### config.mk
export PLATFORM = sky130hd
export DESIGN_NAME = fifo_burst_reader
export DESIGN_NICKNAME = d
export VERILOG_FILES = /design/src/rtl/fifo_burst_reader.sv
export SDC_FILE = /design/constraint.sdc
export NUM_CORES = 1
export LEC_CHECK = 0
export BUFFER_PORTS_ARGS = -buffer_cell sky130_fd_sc_hd__buf_2
export CAP_MARGIN = 20
export CORE_UTILIZATION = 30
export CTS_CLUSTER_DIAMETER = 200
export DETAILED_ROUTE_END_ITERATION = 10
export SETUP_SLACK_MARGIN = 0.15
export SLEW_MARGIN = 20
export SYNTH_ARGS = -nofsm -noshare
export SYNTH_HDL_FRONTEND = slang
export SYNTH_SLANG_ARGS = --single-unit
### constraint.sdc
create_clock -name clk_i -period 2.3 [get_ports clk_i]
set_input_delay 0 -clock clk_i [delete_from_list [all_inputs] [get_ports clk_i]]
set_output_delay 0 -clock clk_i [all_outputs]
set_load 0.02 [all_outputs]
### src/rtl/fifo_burst_reader.sv
`default_nettype none
// ============================================================================
//  Module      : fifo_burst_reader
//  Description : Read-side burst consumer for a FIFO. A start command pops
//                exactly len_i words through the FIFO read port. The words
//                are re-streamed on a valid/ready master interface with a
//                last marker. A done pulse follows the final handshake. A
//                2-entry skid buffer absorbs the FIFO's one-cycle registered
//                read latency.
//  Ports       : clk_i, rst_n_i          - clock, async active-low reset
//                start_i, len_i          - burst command (len sampled on start)
//                fifo_empty_i            - FIFO empty flag
//                fifo_rd_data_i          - FIFO data, one cycle after rd_en
//                fifo_rd_en_o            - FIFO pop request
//                m_valid_o/m_ready_i     - output handshake
//                m_data_o, m_last_o      - output word and end-of-burst mark
//                busy_o, done_o, error_o - status
//  Revision    : 1.0 - initial release
// ============================================================================
module fifo_burst_reader #(
  parameter int WIDTH     = 8,
  parameter int LEN_WIDTH = 6
) (
  input  logic                 clk_i,
  input  logic                 rst_n_i,
  input  logic                 start_i,
  input  logic [LEN_WIDTH-1:0] len_i,
  input  logic                 fifo_empty_i,
  input  logic [WIDTH-1:0]     fifo_rd_data_i,
  output logic                 fifo_rd_en_o,
  output logic                 m_valid_o,
  input  logic                 m_ready_i,
  output logic [WIDTH-1:0]     m_data_o,
  output logic                 m_last_o,
  output logic                 busy_o,
  output logic                 done_o,
  output logic                 error_o
);

  typedef enum logic [1:0] {
    S_IDLE  = 2'd0,
    S_READ  = 2'd1,
    S_DRAIN = 2'd2
  } state_t;

  localparam logic [LEN_WIDTH-1:0] c_LEN_ONE = {{(LEN_WIDTH-1){1'b0}}, 1'b1};

  state_t                r_state;
  logic [LEN_WIDTH-1:0]  r_rd_left;
  logic [LEN_WIDTH-1:0]  r_out_left;
  logic [1:0]            r_occ;
  logic                  r_inflight;
  logic [WIDTH-1:0]      r_buf [0:1];
  logic                  r_wptr;
  logic                  r_rptr;
  logic                  r_busy;
  logic                  r_done;
  logic                  r_error;

  logic                  w_xfer;
  logic [1:0]            w_outstanding;
  logic                  w_rd_en;

  // Words already committed to the buffer: stored entries plus the one
  // still on its way from the FIFO. Popping only below 2 means every popped
  // word always has a buffer slot, whatever the downstream does.
  assign w_outstanding = r_occ + {1'b0, r_inflight};

  assign w_rd_en = (r_state == S_READ) && (r_rd_left != '0) &&
                   !fifo_empty_i && (w_outstanding < 2'd2);

  assign m_valid_o    = (r_occ != 2'd0);
  assign m_data_o     = r_buf[r_rptr];
  assign m_last_o     = m_valid_o && (r_out_left == c_LEN_ONE);
  assign w_xfer       = m_valid_o && m_ready_i;
  assign fifo_rd_en_o = w_rd_en;
  assign busy_o       = r_busy;
  assign done_o       = r_done;
  assign error_o      = r_error;

  always_ff @(posedge clk_i or negedge rst_n_i) begin
    if (!rst_n_i) begin
      r_state    <= S_IDLE;
      r_rd_left  <= '0;
      r_out_left <= '0;
      r_occ      <= 2'd0;
      r_inflight <= 1'b0;
      r_buf[0]   <= '0;
      r_buf[1]   <= '0;
      r_wptr     <= 1'b0;
      r_rptr     <= 1'b0;
      r_busy     <= 1'b0;
      r_done     <= 1'b0;
      r_error    <= 1'b0;
    end else begin
      r_done     <= 1'b0;
      r_error    <= 1'b0;
      r_inflight <= w_rd_en;

      // The FIFO presents popped data one cycle after the pop, so the
      // in-flight flag doubles as the buffer write strobe.
      if (r_inflight) begin
        r_buf[r_wptr] <= fifo_rd_data_i;
        r_wptr        <= ~r_wptr;
      end

      if (w_xfer) begin
        r_rptr <= ~r_rptr;
        if (r_out_left != '0) begin
          r_out_left <= r_out_left - c_LEN_ONE;
        end
      end

      case ({r_inflight, w_xfer})
        2'b10:   r_occ <= r_occ + 2'd1;
        2'b01:   r_occ <= r_occ - 2'd1;
        default: r_occ <= r_occ;
      endcase

      case (r_state)
        S_IDLE: begin
          if (start_i) begin
            if (len_i != '0) begin
              r_rd_left  <= len_i;
              r_out_left <= len_i;
              r_busy     <= 1'b1;
              r_state    <= S_READ;
            end else begin
              r_error <= 1'b1;
            end
          end
        end
        S_READ: begin
          if (start_i) begin
            r_error <= 1'b1;
          end
          if (w_rd_en) begin
            r_rd_left <= r_rd_left - c_LEN_ONE;
            if (r_rd_left == c_LEN_ONE) begin
              r_state <= S_DRAIN;
            end
          end
        end
        S_DRAIN: begin
          if (start_i) begin
            r_error <= 1'b1;
          end
        end
        default: r_state <= S_IDLE;
      endcase

      // The last word cannot leave before it was popped, so this only fires
      // once the pops are complete. It overrides the state case above.
      if ((r_state != S_IDLE) && w_xfer && (r_out_left == c_LEN_ONE)) begin
        r_state <= S_IDLE;
        r_busy  <= 1'b0;
        r_done  <= 1'b1;
      end
    end
  end

endmodule
`default_nettype wire

## After elaboration in Yosys (flattened, before gate mapping)

Index checks and enable logic that the tools add are counted.

| storage, ports and cells | value |
|---|---|
| memory bits (read-only) | 0 |
| logic and storage cells | 94 |
| output and inout port bits | 14 |
| memories | 0 |
| bits in latches | 0 |
| RAM bits | 0 |
| register bits after elaboration | 38 |
| bits of input ports | 19 |

| cells by class | value |
|---|---|
| bitwise operators | 4 |
| add/subtract/negate cells | 5 |
| reductions and logical operators | 24 |
| shifts and indexed selects | 0 |
| div/mod/pow operators | 0 |
| muxes and demuxes | 31 |
| eq/ne operators | 14 |
| order comparisons | 4 |
| $mul | 0 |

Operator list:

| kind | count |
|---|---|
| $mux W6 | 8 |
| $mux W8 | 4 |
| $reduce_bool A6 Y1 | 3 |
| $bwmux W16 | 1 |
| $reduce_bool A2 Y1 | 7 |
| $eq A6 B1 Y1 const B | 2 |
| $pmux W6 S2 | 1 |
| $sub A6 B1 Y6 const B | 2 |
| $mux W2 | 5 |
| $demux W8 S1 | 1 |
| $logic_and A1 B1 Y1 | 8 |
| $mux W1 | 8 |
| $ne A2 B2 Y1 const B | 4 |
| $ne A3 B3 Y1 const B | 2 |
| $pmux W2 S3 | 1 |
| $reduce_and A5 Y1 | 1 |
| $eq A2 B1 Y1 const B | 2 |
| $eq A2 B2 Y1 const B | 2 |
| $ge A2 B2 Y1 const B | 2 |
| $not A1 Y2 | 2 |
| $pmux W2 S2 | 1 |
| $reduce_and A4 Y1 | 1 |
| $ne A3 B1 Y1 const B | 1 |
| $ne A3 B2 Y1 const B | 1 |
| 11 further kinds | 12 |

## Logic depth before layout (Yosys ltp)

| logic depth | value |
|---|---|
| word-level depth | 7 |
| mapped depth | 9 |

## Least setup slack after synthesis

No wires, ideal clock.

| timing | value |
|---|---|
| kind | flip-flop to flip-flop |
| from | register r_state[0] |
| to | register r_rd_left[0] |
| data required time | 2.205 ns |
| period minus slack after synthesis | 1.997 ns |
| data arrival time | 1.902 ns |
| slack | 0.303 ns |
| cell stages (with the launch flop) | 10 |
| path through | dfrtp_1 -> inv_1 -> ha_1 -> and2_2 -> buf_6 -> o31ai_4 -> buf_6 -> a21o_4 -> or2_2 -> o31ai_1 |

| on the way | value |
|---|---|
| longest elaborated chain between the ends | 6 |
| elaborated cells between the ends (all ways) | 11 |
| classes of those cells | 4 x eq/ne; 1 x mux; 6 x reduce/logical |

Ends and longest elaborated chain:

| element | RTL line | text |
|---|---|---|
| start, declared | 48 | `state_t r_state;` |
| start signal, assigned | 83 | `r_state <= S_IDLE;` |
| start signal, assigned | 127 | `r_state <= S_READ;` |
| start signal, assigned | 140 | `r_state <= S_DRAIN;` |
| $eq A2 B1 Y1 | 69, 120 |  |
| $logic_and A1 B1 Y1 (2 in a row) | 69 | `assign w_rd_en = (r_state == S_READ) && (r_rd_left != '0) &&` |
| $logic_and A1 B1 Y1 | 70 | `!fifo_empty_i && (w_outstanding < 2'd2);` |
| $ne A2 B2 Y1 (no source line) | n/a |  |
| $reduce_and A4 Y1 (no source line) | n/a |  |
| end signal, assigned | 124 | `r_rd_left <= len_i;` |
| end signal, assigned | 138 | `r_rd_left <= r_rd_left - c_LEN_ONE;` |
| end, declared | 49 | `logic [LEN_WIDTH-1:0] r_rd_left;` |

Several ways; a longest one is shown, not always the timed one.
A chain may end at the register's enable or synchronous reset.

## Final worst setup path

| timing | value |
|---|---|
| from | input port len_i[1] |
| to | register r_rd_left[2] |

| on the way | value |
|---|---|
| longest elaborated chain between the ends | 3 |

Ends and longest elaborated chain:

| element | RTL line | text |
|---|---|---|
| start, declared | 27 | `input logic [LEN_WIDTH-1:0] len_i,` |
| $reduce_bool A6 Y1 | 123 | `if (len_i != '0) begin` |
| $ne A2 B2 Y1 (no source line) | n/a |  |
| $reduce_and A4 Y1 (no source line) | n/a |  |

No other way between the ends.

==> metrics.md <==
| Metric | Value |
|---|---|
| Outcome | `completed` |
| Antenna diode instance count | `0` |
| Fillers | `678` |
| Worst Hold Class | `input port to flip-flop` |
| CP max-delay cell | `dlygate4sd3_1` |
| PwrDens | `1310 nW/um2` |
| Yosys reg bits | `38` |
| Die Span Y | `85.8 um` |
| Crit Path Class | `input port to flip-flop` |
| Crit path time final | `2.00 ns` |
| Cells after Synth | `189` |
| Initial drt markers | `52` |
| Initial antenna violation count | `0` |
| Cell Area, Synth | `2110 um2` |
| Core Box Area | `6790 um2` |
| Register area | `951 um2` |
| TritonCTS clock tree | `built` |
| Final Util | `38.3%` |
| Final-report setup violation count | `0` |
| Routability cong. | `0.806` |
| Later-pin clock latency in the skew report | `0.29 ns` |
| Worst vdd ir | `0.000473 V` |
| Synth top area cells | `dfrtp_1 45%, mux2_2 13%, ha_1 6.5%, xnor2_1 2.5%, buf_6 2.1%` |
| Die X | `85.8 um` |
| Post-synth top flop | `dfrtp_1` |
| Layout cells sized above 1 | `33.6%` |
| First-pass GRT wire length | `7520 um` |
| PortBufs | `32` |
| Sequential Power Share | `37.0%` |
| GRT overflow | `0` |
| Rows | `30` |
| Global Route Usage Sum | `13.1%` |
| Syn nets | `219` |
| TritonRoute pass-1 iters | `4` |
| Max Slew Vio Count | `0` |
| Final worst slack | `0.298 ns` |
| Setup TNS | `0 ns` |
| CP startpoint kind | `input port` |
| Worst Path Max Fanout | `8` |
| Root buf cell | `clkbuf_8` |
| CTS max path bufs | `2` |
| Max cap viols | `0` |
| Endpoint type of the worst setup path | `flip-flop` |
| Leading area contributor after synthesis | `dfrtp_1` |
| Internal | `2.05 mW` |
| Combinational power share | `49.0%` |
| Clock Sinks | `38` |
| Die Area | `7360 um2` |
| CTS clock-pin slew for the worst setup and hold paths | `0.08 ns` |
| Commonest cells post-synth | `38 x dfrtp_1, 24 x mux2_2, 12 x inv_1, 12 x nand2_1, 11 x ha_1` |
| Final Skew | `0.00494 ns` |
| RSZ-0062 raised after global routing | `false` |
| Fin crit share | `87.0%` |
| Avg Vias per Cell | `4.72` |
| Drt wl/cell | `13.1 um` |
| Register area share after synthesis | `45.1%` |
| Post-synth EDFFs | `0` |
| WL final | `4400 um` |
| Worst slew pin tran | `0.861 ns` |
| Hold Worst Slack | `0.0209 ns` |
| Worst EP required | `2.48 ns` |
| Buf/Inv on CP | `2` |
| Final hold violation count | `0` |
| CP cell instances | `dlygate4sd3_1 > buf_2 > or4_4 > o31ai_4 > and2_2 > nor4b_1 > a311o_1` |
| CTS H-Tree Depth | `2` |
| Area delta synth->final | `23.5%` |
| Static Leak | `1.17 nW` |
| DRC Markers | `0` |
| Relative slew slack | `42.6%` |
| Pre-CTS WS | `0.197 ns` |
| Vias in the first global route | `1559` |
| Fmax | `0.500 GHz` |
| Kind of cell adding the most delay to the critical path | `simple AND/OR/NAND/NOR gates` |
| Critical Path Max Stage Delay | `0.53 ns` |
| Switching Fraction | `39.8%` |
| Average size of a mapped cell | `11.1 um2` |
| Total number of vias | `1589` |
| Top-count cell post-synth | `dfrtp_1` |
| Unique masters post-synth | `49` |
| Power share of the clock group | `14.1%` |
| Asr flop ratio synth | `100%` |
| Detail Placement HPWL | `3180 um` |
| Psw | `1.35 mW` |
| Area occupied by multi-input gates | `1050 um2` |
| Share of the synthesized area in the top cell type | `45.1%` |
| Final nets | `270` |
| Ys Warns | `0` |
| PnR Total Power | `3.40 mW` |
| Pin count of the biggest net entering global routing | `39` |
| Cts bufs inserted | `5` |
| WP data arrival | `2.18 ns` |
| IO Count | `33` |
| Remaining antenna violation count | `0` |
| Initial Utilization | `31.0%` |
[metrics by stage]
step | cell area (um2) | cells
after floorplan | 2110 | 189
after global placement | 2350 | 313
after detailed placement | 2350 | 313
after CTS | 2570 | 334
after global routing | 2600 | 337
final | 2600 | 337
[worst min-delay path, stage by stage]
cell and delay, ns:
buf_2 0.12, nand2_1 0.05, o21ai_0 0.09
[what timing repair did]
item | CTS | global route
gates resized for setup | 0 | 3
hold buffers | 13 | 0
endpoints found under the setup margin | 0 | 6
endpoints found under the hold margin | 58 | 0
setup buffers | 0 | 3
[flip-flops by register name (all words and copies together) (netlist names)]
register,count
r_buf,16
r_state,2
r_rptr,1
done_o,1
r_rd_left,6
busy_o,1
r_out_left,6
r_inflight,1
error_o,1
r_occ,2
r_wptr,1
[cell usage in the layout (no fill, tap or decap), types with 4 or more instances in the layout]
cell / n
buf_4: 6
nor3_1: 6
dlygate4sd3_1: 13
nand2_1: 12
a21oi_1: 7
xor2_1: 4
mux2_2: 24
ha_1: 10
nor2_1: 9
clkbuf_8: 6
nand3_1: 4
inv_1: 12
xnor2_1: 6
buf_2: 32
o21ai_0: 5
dfrtp_1: 38
[worst paths after layout]
path / startpoint / to / slack (ns) / cells after the start
setup / recovery: len_i[1] / r_rd_left[2] / 0.30 / 7
hold / removal: len_i[4] / r_out_left[4] / 0.02 / 3
setup reg to reg: r_state[0] / r_rd_left[0] / 0.34 / 7
hold reg to reg: busy_o / busy_o / 0.48 / 2
max in group asynchronous: rst_n_i / r_wptr / 1.40 / 2
min in group asynchronous: rst_n_i / r_out_left[2] / 0.36 / 2
[cells by family after synthesis]
group           Yosys count  synth area share (%)
mux                      26                  13.8
xor+xnor                 10                  4.16
compound gates           33                  12.2
flops                    38                  45.1
fa+ha+maj                11                  6.53
simple gates             52                  13.1
buf+inv                  19                  5.05
[per-layer routing]
layer	vias up	track usage (%)	wire, um
met5	-	0	0
met4	0	4.09	48
met3	7	2.98	215
met2	51	20.0	1930
met1	754	18.4	2210
li1	777	-	-
[layout make-up]
type | instances | share of cell area (%)
Multi-Input combinational cell | 132 | 40.5
Sequential cell | 38 | 36.6
Timing Repair Buffer | 51 | 12.9
Tap cell | 96 | 4.62
Clock buffer | 6 | 3.17
Inverter | 12 | 1.73
Clock inverter | 2 | 0.481
[power by group through the flow]
stage                     combinational, mW  clock (mW)  sequential (mW)
final                                  1.67       0.479             1.26
after global routing                   1.87       0.524             1.31
after CTS                              1.65       0.498             1.26
after detailed placement               1.62           0             1.27
after global placement                 1.60           0             1.26
after floorplan                        1.35           0             1.18
(Power assumes the default switching activity.)
